--- src/rtl/pcctl_pkg.sv ---
// Shared types and constants for the next-PC / trap controller.
// PCCTL_HWINT_EN enables the hardware interrupt path and the writable SR.IM field.
package pcctl_pkg;

    localparam logic [31:0] TRAP_VEC_DEF = 32'h0000_4180;

    typedef enum logic [1:0] {RUN, TRAP, ERET} state_t;

    localparam int SR_IE        = 0;
    localparam int SR_EXL       = 1;
    localparam int SR_IM_LO     = 10;
    localparam int SR_IM_HI     = 15;
    localparam int CAUSE_BD     = 31;
    localparam int CAUSE_IP_LO  = 10;
    localparam int CAUSE_IP_HI  = 15;
    localparam int CAUSE_EXC_LO = 2;
    localparam int CAUSE_EXC_HI = 6;

    localparam logic [4:0] EXC_INT  = 5'd0;
    localparam logic [4:0] EXC_ADEL = 5'd4;
    localparam logic [4:0] EXC_ADES = 5'd5;
    localparam logic [4:0] EXC_RI   = 5'd10;
    localparam logic [4:0] EXC_OV   = 5'd12;

`ifdef PCCTL_HWINT_EN
    localparam logic [31:0] SR_MASK = 32'h0000_FC03;
`else
    localparam logic [31:0] SR_MASK = 32'h0000_0003;
`endif

    typedef struct packed {
        logic        take;
        logic [4:0]  code;
        logic [31:0] pc;
        logic        bd;
    } trap_req_t;

endpackage

--- src/rtl/pcctl_cp0.sv ---
// SR/CAUSE/EPC state with trap/ERET/MTC0 write priority.
// PCCTL_HWINT_EN enables CAUSE.IP sampling and the interrupt-pending term.
import pcctl_pkg::*;

module pcctl_cp0 (
    input  logic        clk,
    input  logic        reset,
    input  logic [5:0]  hw_int,
    input  logic        sr_we,
    input  logic [31:0] sr_wdata,
    input  trap_req_t   trap,
    input  logic        eret_exit,
    output logic [31:0] sr,
    output logic [31:0] cause,
    output logic [31:0] epc,
    output logic        int_pend
);

    logic [31:0] sr_q, sr_nxt, epc_q;
    logic        bd_q;
    logic [4:0]  code_q;
    logic [5:0]  ip;

    // MTC0 lands first; trap entry / ERET exit then own the EXL bit.
    always_comb begin
        sr_nxt = sr_q;
        if (sr_we) sr_nxt = sr_wdata & SR_MASK;
        if (trap.take)      sr_nxt[SR_EXL] = 1'b1;
        else if (eret_exit) sr_nxt[SR_EXL] = 1'b0;
    end

    always_ff @(posedge clk or negedge reset) begin
        if (!reset) begin
            sr_q   <= '0;
            epc_q  <= '0;
            bd_q   <= 1'b0;
            code_q <= '0;
        end else begin
            sr_q <= sr_nxt;
            if (trap.take) begin
                epc_q  <= trap.bd ? trap.pc - 32'd4 : trap.pc;
                bd_q   <= trap.bd;
                code_q <= trap.code;
            end
        end
    end

`ifdef PCCTL_HWINT_EN
    logic [5:0] ip_q;
    always_ff @(posedge clk or negedge reset) begin
        if (!reset) ip_q <= '0;
        else        ip_q <= hw_int;
    end
    assign ip       = ip_q;
    assign int_pend = (|(ip_q & sr_q[SR_IM_HI:SR_IM_LO])) & sr_q[SR_IE] & ~sr_q[SR_EXL];
`else
    logic unused_hw_int;
    assign unused_hw_int = ^hw_int;
    assign ip            = '0;
    assign int_pend      = 1'b0;
`endif

    assign sr    = sr_q;
    assign epc   = epc_q;
    assign cause = {bd_q, 15'b0, ip, 3'b0, code_q, 2'b0};

endmodule

--- src/rtl/pc_redirect_ctrl.sv ---
// Next-PC arbitration: trap > ERET > branch > sequential, with a RUN/TRAP/ERET sequencer.
// PCCTL_HWINT_EN (see pcctl_cp0) enables hardware interrupts as a trap source.
import pcctl_pkg::*;

module pc_redirect_ctrl #(
    parameter logic [31:0] TRAP_VEC = TRAP_VEC_DEF
) (
    input  logic        clk,
    input  logic        reset,
    input  logic [31:0] pc_f,
    input  logic        stall_req,
    input  logic        br_take,
    input  logic [31:0] br_target,
    input  logic        eret_d,
    input  logic        exc_req,
    input  logic [4:0]  exc_code,
    input  logic [31:0] pc_m,
    input  logic        bd_m,
    input  logic        valid_m,
    input  logic [5:0]  hw_int,
    input  logic        sr_we,
    input  logic [31:0] sr_wdata,
    output logic [31:0] npc,
    output logic        pc_irq,
    output logic        stall_f,
    output logic        flush,
    output logic        flush_fd,
    output logic [31:0] sr,
    output logic [31:0] cause,
    output logic [31:0] epc
);

    state_t    state, state_nxt;
    logic      int_pend, take_trap;
    trap_req_t trap;

    // Redirects are suppressed while reset is held so the PC sees plain sequential fetch.
    assign take_trap = reset & (state == RUN) & (exc_req | (int_pend & valid_m));

    always_comb begin
        trap.take = take_trap;
        trap.code = exc_req ? exc_code : EXC_INT;
        trap.pc   = pc_m;
        trap.bd   = bd_m;
    end

    pcctl_cp0 u_cp0 (
        .clk       (clk),
        .reset     (reset),
        .hw_int    (hw_int),
        .sr_we     (sr_we),
        .sr_wdata  (sr_wdata),
        .trap      (trap),
        .eret_exit (state == ERET),
        .sr        (sr),
        .cause     (cause),
        .epc       (epc),
        .int_pend  (int_pend)
    );

    always_ff @(posedge clk or negedge reset) begin
        if (!reset) state <= RUN;
        else        state <= state_nxt;
    end

    always_comb begin
        state_nxt = state;
        npc       = pc_f + 32'd4;
        pc_irq    = 1'b0;
        flush     = 1'b0;
        flush_fd  = 1'b0;
        stall_f   = stall_req;
        case (state)
            RUN: begin
                if (take_trap) begin
                    npc       = TRAP_VEC;
                    pc_irq    = 1'b1;
                    flush     = 1'b1;
                    stall_f   = 1'b0;
                    state_nxt = TRAP;
                end else if (reset && eret_d) begin
                    npc       = epc;
                    flush_fd  = 1'b1;
                    stall_f   = 1'b0;
                    state_nxt = ERET;
                end else if (reset && br_take) begin
                    npc = br_target;
                end
            end
            // One-cycle windows: no trap or ERET accepted until the redirect target is fetched.
            TRAP, ERET: begin
                state_nxt = RUN;
                if (br_take) npc = br_target;
            end
            default: state_nxt = RUN;
        endcase
    end

endmodule

--- config.mk ---
export PLATFORM = sky130hd
export DESIGN_NAME = pc_redirect_ctrl
export DESIGN_NICKNAME = d
export VERILOG_FILES = /design/src/rtl/pcctl_pkg.sv /design/src/rtl/pcctl_cp0.sv /design/src/rtl/pc_redirect_ctrl.sv
export SDC_FILE = /design/constraint.sdc
export NUM_CORES = 1
export LEC_CHECK = 0
export ABC_AREA = 1
export ABC_CLOCK_PERIOD_IN_PS = 2130
export CORE_MARGIN = 3
export CORE_UTILIZATION = 39
export CTS_CLUSTER_SIZE = 40
export DETAILED_ROUTE_END_ITERATION = 16
export PLACE_DENSITY = 0.86
export SLEW_MARGIN = 20
export SYNTH_ARGS = -nofsm -noshare
export SYNTH_HDL_FRONTEND = slang
export SYNTH_SLANG_ARGS = --single-unit
--- constraint.sdc ---
create_clock -name clk -period 2.13 [get_ports clk]
set_input_delay 0.3195 -clock clk [delete_from_list [all_inputs] [get_ports clk]]
set_output_delay 0.3195 -clock clk [all_outputs]
set_load 0.05 [all_outputs]
==> run_results.csv <==
group,metric,value,unit
status,outcome,"finished with violations",
status,violations,"setup timing",
floorplanning,num_io_pins,280,
synthesis,avgSynthCellArea,6.117,sq um
clock_network,cts_buffers,5,
synthesis,synth_ff_type,"dfrtp_1",
synthesis,ys_warn_count,0,
drt,drt_wl_total,20620,microns
grt,grt_first_pass_wirelength,30710,microns
setup_path,r2r_slack,0.41,ns
sta,hold_violations,0,
placement,place_congestion,0.9522,
clock_network,cts_max_level,2,
setup_path,reg2reg_depth,10,
synthesis,ys_async_sr_fraction,100.0,%
drt,wl_met2,10250,microns
drt,drt-wirelength-per-cell,16.97,microns
sta,worst_hold_slack,0.1041,ns
sta,maxSlewHeadroom,63.15,%
placement,hpwl,15480,microns
clock_network,clock_latency,0.28,ns
drt,routed.top_layer,"met4",
drt,drc,0,
setup_path,cp_cell_sequence,"inv_2 > ha_4 > inv_4 > nor2_4 > nor2_4 > nand2_2 > buf_4 > nor2_1 > a211oi_1 > nand2_1 > nand2_1 > nand2_1 > buf_6",
pwr,power_density,1365,nW/um^2
grt,gr-total-overflow,0,
sta,post-route-period-util,117.6,%
sta,finalMaxSlewViolations,0,
floorplanning,core,11610,sq um
clock_network,cts_tree,"yes",
grt,grt_pass1_vias,6137,
setup_path,critPathKind,"flip-flop to output port",
setup_path,setup.worst_path.start_class,"flip-flop",
sta,min_period,2.504,ns
synthesis,synth_edf_count,0,
final_layout,antenna_cells,0,
synthesis,ys_ff_latch,42,
grt,globalRouteTotalUtil,28.72,%
clock_network,cts.sinks,42,
drt,first_pass_iters,5,
clock_network,cts_buffer_depth,2,
drt,wl_met3,1491,microns
min_path,hp-class,"primary input to asynchronous set/reset pin",
pwr,leakage,3.896,nW
final_layout,post-route-util,72.88,%
drt,num_vias,6348,
final_layout,syn2layout_area_growth,79.02,%
run,drv_cap,0,
setup_path,cp.arrival,2.18,ns
sta,fmax,0.3993,GHz
sta,grt_setup_unrepaired,"yes",
sta,finalSetupViolations,32,
setup_path,crit_slowest_cell,"dfrtp_1",
pwr,power.total,11.55,mW
synthesis,synth_cell_type_count,46,
final_layout,drive_above_1_share,29.94,%
sta,fin_ws,-0.3743,ns
drt,drtAntennaViolNets,0,
floorplanning,die-area,13480,sq um
setup_path,rr_endpoint,"u_cp0.epc[11]$_DFFE_PN0P_",
setup_path,cp_common_cell,"nand2_1",
sta,clock_skew,0.004590,ns
setup_path,crit_path_end_kind,"output port",
setup_path,path_max_fanout,4,
floorplanning,dieHeight,116.1,microns
drt,first_iter_violations,510,
sta,tightest_slew,0.5510,ns
setup_path,max_stage_delay,0.41,ns
floorplanning,die_w,116.1,microns
floorplanning,rows,39,
drt,vias_per_cell,5.225,
final_layout,fin_nets,1224,
clock_network,cts.reportedPaths.clkPinSlew,0.06,ns
clock_network,root_buffer,"clkbuf_16",
pwr,ir_drop,0.6328,mV
grt,grt_start_max_net_pins,40,
setup_path,timing.rr.start,"state[1]$_DFFE_PN0P_",
synthesis,syn_area,4728,sq um
clock_network,postCtsHoldBufs,0,
floorplanning,initial_utilization,40.71,%
drt,drt-met1-wl,8129,microns
grt,antenna_found_initial,0,
synthesis,synthCells,773,
placement,numPortBuffers,186,
setup_path,required,1.81,ns
synthesis,seq_area_frac_synth,22.23,%
## sequential cells by signal, indices dropped and copies added, names as in the netlist
name	count
u_cp0.epc	32
state	2
u_cp0.sr	2
u_cp0.code_q	5
u_cp0.bd_q	1
## repair_timing
item / 4_1_cts / 5_1_grt
gates resized for setup: 160 / 43
setup endpoints to repair: 32 / 33
cloned: 2 / 0
buffers inserted: 10 / 9
pin swaps: 28 / 22
## metal layers
layer / GRT usage (%) / vias to the layer above
met4: 9.358 / 0
li1: - / 2984
met5: 0 / -
met1: 35.69 / 2940
met2: 51.90 / 355
met3: 3.161 / 69
## cell usage after synthesis (5+ instances only)
library cell / number / area share, %
clkbuf_1: 13 / 1.0
buf_4: 59 / 9.4
a21oi_1: 19 / 2.0
a22oi_1: 15 / 2.4
nor2_1: 108 / 8.6
o21ai_0: 45 / 4.8
nor2_4: 5 / 1.2
xor2_1: 26 / 4.8
dfrtp_1: 42 / 22
o22ai_1: 10 / 1.3
inv_1: 67 / 5.3
nor2_2: 8 / 1.1
inv_2: 7 / 0.56
nand3_1: 40 / 4.2
nand2_1: 210 / 17
ha_1: 5 / 1.3
o21ai_1: 30 / 3.2
xnor2_1: 7 / 1.3
nand4_1: 7 / 0.93
nand2_2: 7 / 0.93
## power by group
group | leakage (nW) | total, mW | internal (mW) | switching, mW
logic | 3.29 | 9.10 | 3.46 | 5.64
registers | 0.520 | 1.61 | 1.16 | 0.443
clock network | 0.0836 | 0.847 | 0.548 | 0.299
total | 3.90 | 11.6 | 5.17 | 6.38
## how the worst max path moves through the flow
stage	start	endpoint	slack [ns]
2_1_floorplan	state[1]$_DFFE_PN0P_	npc[11]	0.0004
3_3_place_gp	pc_f[2]	npc[26]	-0.43
3_5_place_dp	pc_f[2]	npc[26]	-0.48
4_1_cts	state[0]$_DFFE_PN0P_	npc[0]	-0.26
5_1_grt	state[1]$_DFFE_PN0P_	npc[25]	-0.38
6_report	state[1]$_DFFE_PN0P_	npc[25]	-0.37
## metrics by stage
step / instances / setup slack, ns / area (sq um) / TNS (ns)
finish: 1215 / -0.3743 / 8464 / -7.810
global route: 1215 / -0.3768 / 8464 / -9.637
CTS: 1208 / -0.2556 / 8267 / -5.007
detailed placement: 1188 / -0.4844 / 7585 / -9.820
global placement: 1188 / -0.4329 / 7585 / -8.667
floorplan: 828 / 0.0003954 / 5199 / 0
## critical path, delay by kind of cell, from the launching register on
kind | cells | cell delay [ns]
and+or+nand+nor | 7 | 0.64
DFF | 1 | 0.41
buffers and inverters | 4 | 0.47
AOI/OAI and AO/OA | 1 | 0.23
adders and majority gates | 1 | 0.15
## cell families (layout without fill, tap and decap cells)
group	count (synthesis)	count (layout)	share of synthesized area [%]
and+or+nand+nor	403	403	36.52
xor gates and xnor gates	33	33	6.113
adders and majority gates	5	5	1.323
muxes	1	1	0.2381
AOI/OAI and AO/OA	137	137	16.72
DFF	42	42	22.23
buffers and inverters	151	395	16.78
other	1	56	0.07931
## placed cells by master (no fill, tap or decap), types with 3 or more instances in the layout
master / n
nand2_1: 190
clkdlybuf4s50_1: 121
buf_4: 115
nor2_1: 77
inv_1: 60
conb_1: 56
dfrtp_1: 42
nand3_1: 35
buf_6: 31
o21ai_0: 30
nand2_2: 25
nor2_2: 25
xor2_1: 25
o21ai_1: 24
dlygate4sd2_1: 23
nor2_4: 19
o21ai_2: 16
buf_12: 15
a21oi_1: 14
a22oi_1: 14
inv_2: 8
o22ai_4: 8
o21ai_4: 7
nand4_1: 7
xnor2_1: 6
clkbuf_16: 5
nand3_2: 4
inv_4: 4
a21oi_2: 4
nand2_4: 3
nand3b_1: 3
nor3_4: 3
o211ai_1: 3
a22o_1: 3
nor3_1: 3
ha_4: 3
clkdlybuf4s15_2: 3
## final cells by class
type | instances | area (sq um)
clock buffers | 5 | 125.1
clock inverters | 3 | 40.04
fillers | 831 | 3149
inverters | 74 | 302.8
multi-input cells | 635 | 3732
flip-flops and latches | 42 | 1051
well taps | 143 | 178.9
repair buffers | 313 | 3034
Note: power is estimated with default switching activity, not from simulation.
==> variant (config.mk and constraints unchanged) <==
Take the reset off `sr_q` and load it in a clocked block of its own.
--- a/src/rtl/pcctl_cp0.sv
+++ b/src/rtl/pcctl_cp0.sv
@@ -31,18 +31,20 @@
 
     always_ff @(posedge clk or negedge reset) begin
         if (!reset) begin
-            sr_q   <= '0;
             epc_q  <= '0;
             bd_q   <= 1'b0;
             code_q <= '0;
         end else begin
-            sr_q <= sr_nxt;
             if (trap.take) begin
                 epc_q  <= trap.bd ? trap.pc - 32'd4 : trap.pc;
                 bd_q   <= trap.bd;
                 code_q <= trap.code;
             end
         end
+    end
+
+    always_ff @(posedge clk) begin
+        sr_q <= sr_nxt;
     end
 
 `ifdef PCCTL_HWINT_EN
Formal check against the unedited RTL: not equivalent (Yosys sat finds a counterexample within 4 cycles, from zero or initial values and one cycle with reset low).
==> variant against the unedited design <==
The run still ends with setup timing left. Area after synthesis grew 6.8%. Via count increased by 9.7%. Routed wire length up 12%. Sequential cell count unchanged. Final area increased by 6.8%. Worst setup slack better by 0.0059 ns. Power grew 10%. Critical path type unchanged. Critical endpoint is now npc[11]. Largest cell class unchanged.
==> variant: results (changes against the unedited design) <==
Max VDD drop: 0.818 mV (+29%)
clk_buf instances: 6 (+1)
multi-input gates: 680 (+7.1%)
mux cell area share after synthesis: 0 (-0.00238)
status: finished, violations left
signal buffers share of area: 0.365 (+0.00607)
Final WS setup: -0.368 ns (+0.00590 ns)
first-pass GRT wire length: 33100 um (+7.7%)
failing checks: setup timing
compound-cell area share of the yosys netlist: 0.160 (-0.00739)
Net Sw Frac: 0.543 (-0.00937)
R2R cell count: 11 (+1)
vias in the first global route: 6448 (+5.1%)
worst-skew pair later-pin latency: 0.28 ns (about the same)
Fillers: 928 (+12%)
via/cell ratio: 5.32 (+1.8%)
Area contributors post-synth: dfrtp_1 20%, nand2_1 18%, buf_4 9.2%, nor2_1 7.8%, inv_1 5.9%
Seq/Total Area, Yosys: 0.208 (-0.0141)
Hold WS: 0.0616 ns (-0.0425 ns)
Multi-input gate area: 0.00395 mm2 (+5.8%)
Ys Warns: 0 (unchanged)
EDFF count, synth: 1 (+1)
reg2reg end: u_cp0.epc[6]$_DFFE_PN0P_
fraction of layout instances using a drive strength above 1: 0.308 (+0.00818)
final wirelength: 23000 um (+12%)
R2R setup slack: 0.34 ns (-0.07 ns)
CTS Buf Count: 5 (unchanged)
top_reg_cell synth: dfrtp_1
initial antenna violation count: 1 (+1)
First DRT Iteration DRCs: 610 (+20%)
Async SR Flop Fraction: 0.952 (-0.0476)
crit-path max FO: 9 (+5)
Yosys cell types: 52 (+13%)
Pre-antenna DRT Iters: 7 (+2)
Pleak: 4.17 nW (+7.2%)
XOR/XNOR Fraction of Synth Area: 0.0451 (-0.0160)
gr usage total: 0.285 (-0.00206)
ClkCell Share: 0.0168 (-0.00276)
total die area: 0.0143 mm2 (+6.4%)
root buf cell: clkbuf_16
worst reg2reg startpoint: state[0]$_DFFE_PN0P_
H-tree levels: 2 (unchanged)
Commonest cells post-synth: 241 x nand2_1, 105 x nor2_1, 80 x inv_1, 62 x buf_4, 58 x o21ai_0
Seq area share: 0.116 (-0.00787)
CP peak stage delay: 0.38 ns (-0.03 ns)
Rel. slew slack: 0.629 (-0.00263)
GP Congestion: 0.984 (+3.3%)
endpoints failing setup: 33 (+3.1%)
largest net degree at the start of global routing: 33 (-18%)
Inverters excl. clock: 89 (+20%)
Post-Route Skew: 0.00612 ns (+0.00153 ns)
total negative slack: -7.44 ns (+0.369 ns)
Placed Area: 0.00822 mm2 (+8.3%)
layout net count: 1293 (+5.6%)
DP Wirelength: 17100 um (+10%)
nonclk buf count: 322 (+2.9%)
number of port buffers: 186 (unchanged)
post-synthesis adder-cell area fraction: 0.0124 (-0.000839)
-- variant: cell types whose count changed after synthesis, moves of 4 or more --
cell	unedited run	this run
nand2_2	7	11
nor2_2	8	12
o21ai_0	45	58
clkbuf_1	13	9
xor2_1	26	18
a22oi_1	15	9
a21oi_1	19	29
nand2_1	210	241
nand3_1	40	49
o21ai_1	30	16
inv_1	67	80
-- variant: per-layer routing --
layer / GRT usage / up-vias / wire length [um]
met5: 0 / - / 7
met4: 0.122 / 2 / 1420
met3: 0.0311 / 135 / 1950
met2: 0.495 / 475 / 11100
met1: 0.358 / 3159 / 8530
li1: - / 3192 / -
-- variant: per-stage QoR --
step	setup WS (ns)	utilization	cells
after CTS	-0.233	0.712	1303
final	-0.368	0.734	1309
after detailed placement	-0.380	0.667	1287
after floorplan	-0.0184	-	891
after global placement	-0.321	0.667	1287
after global routing	-0.411	0.734	1309
-- variant: worst max-delay path by stage --
stage,start,end
global placement,pc_f[2],npc[30]
global route,state[1]$_DFFE_PN0P_,npc[11]
floorplan,state[0]$_DFFE_PN0P_,npc[18]
CTS,state[1]$_DFFE_PN0P_,npc[23]
finish,state[1]$_DFFE_PN0P_,npc[11]
detailed placement,pc_f[2],npc[27]
-- variant: what timing repair did --
| action | 4_1_cts | 5_1_grt |
|---|---|---|
| buffers inserted | 7 | 6 |
| hold buffers | 1 | 0 |
| endpoints found under the setup margin | 36 | 36 |
| hold endpoints to repair | 2 | 0 |
| resized for setup | 141 | 72 |
| pin swaps | 27 | 26 |
-- variant: power groups by stage --
stage	Clock, mW	Sequential, mW	Combinational, mW
2_1_floorplan	0	2.61	4.01
3_3_place_gp	0	1.54	9.02
3_5_place_dp	0	1.55	9.13
4_1_cts	0.775	1.56	9.75
5_1_grt	0.802	1.62	10.7
6_report	0.765	1.59	10.4
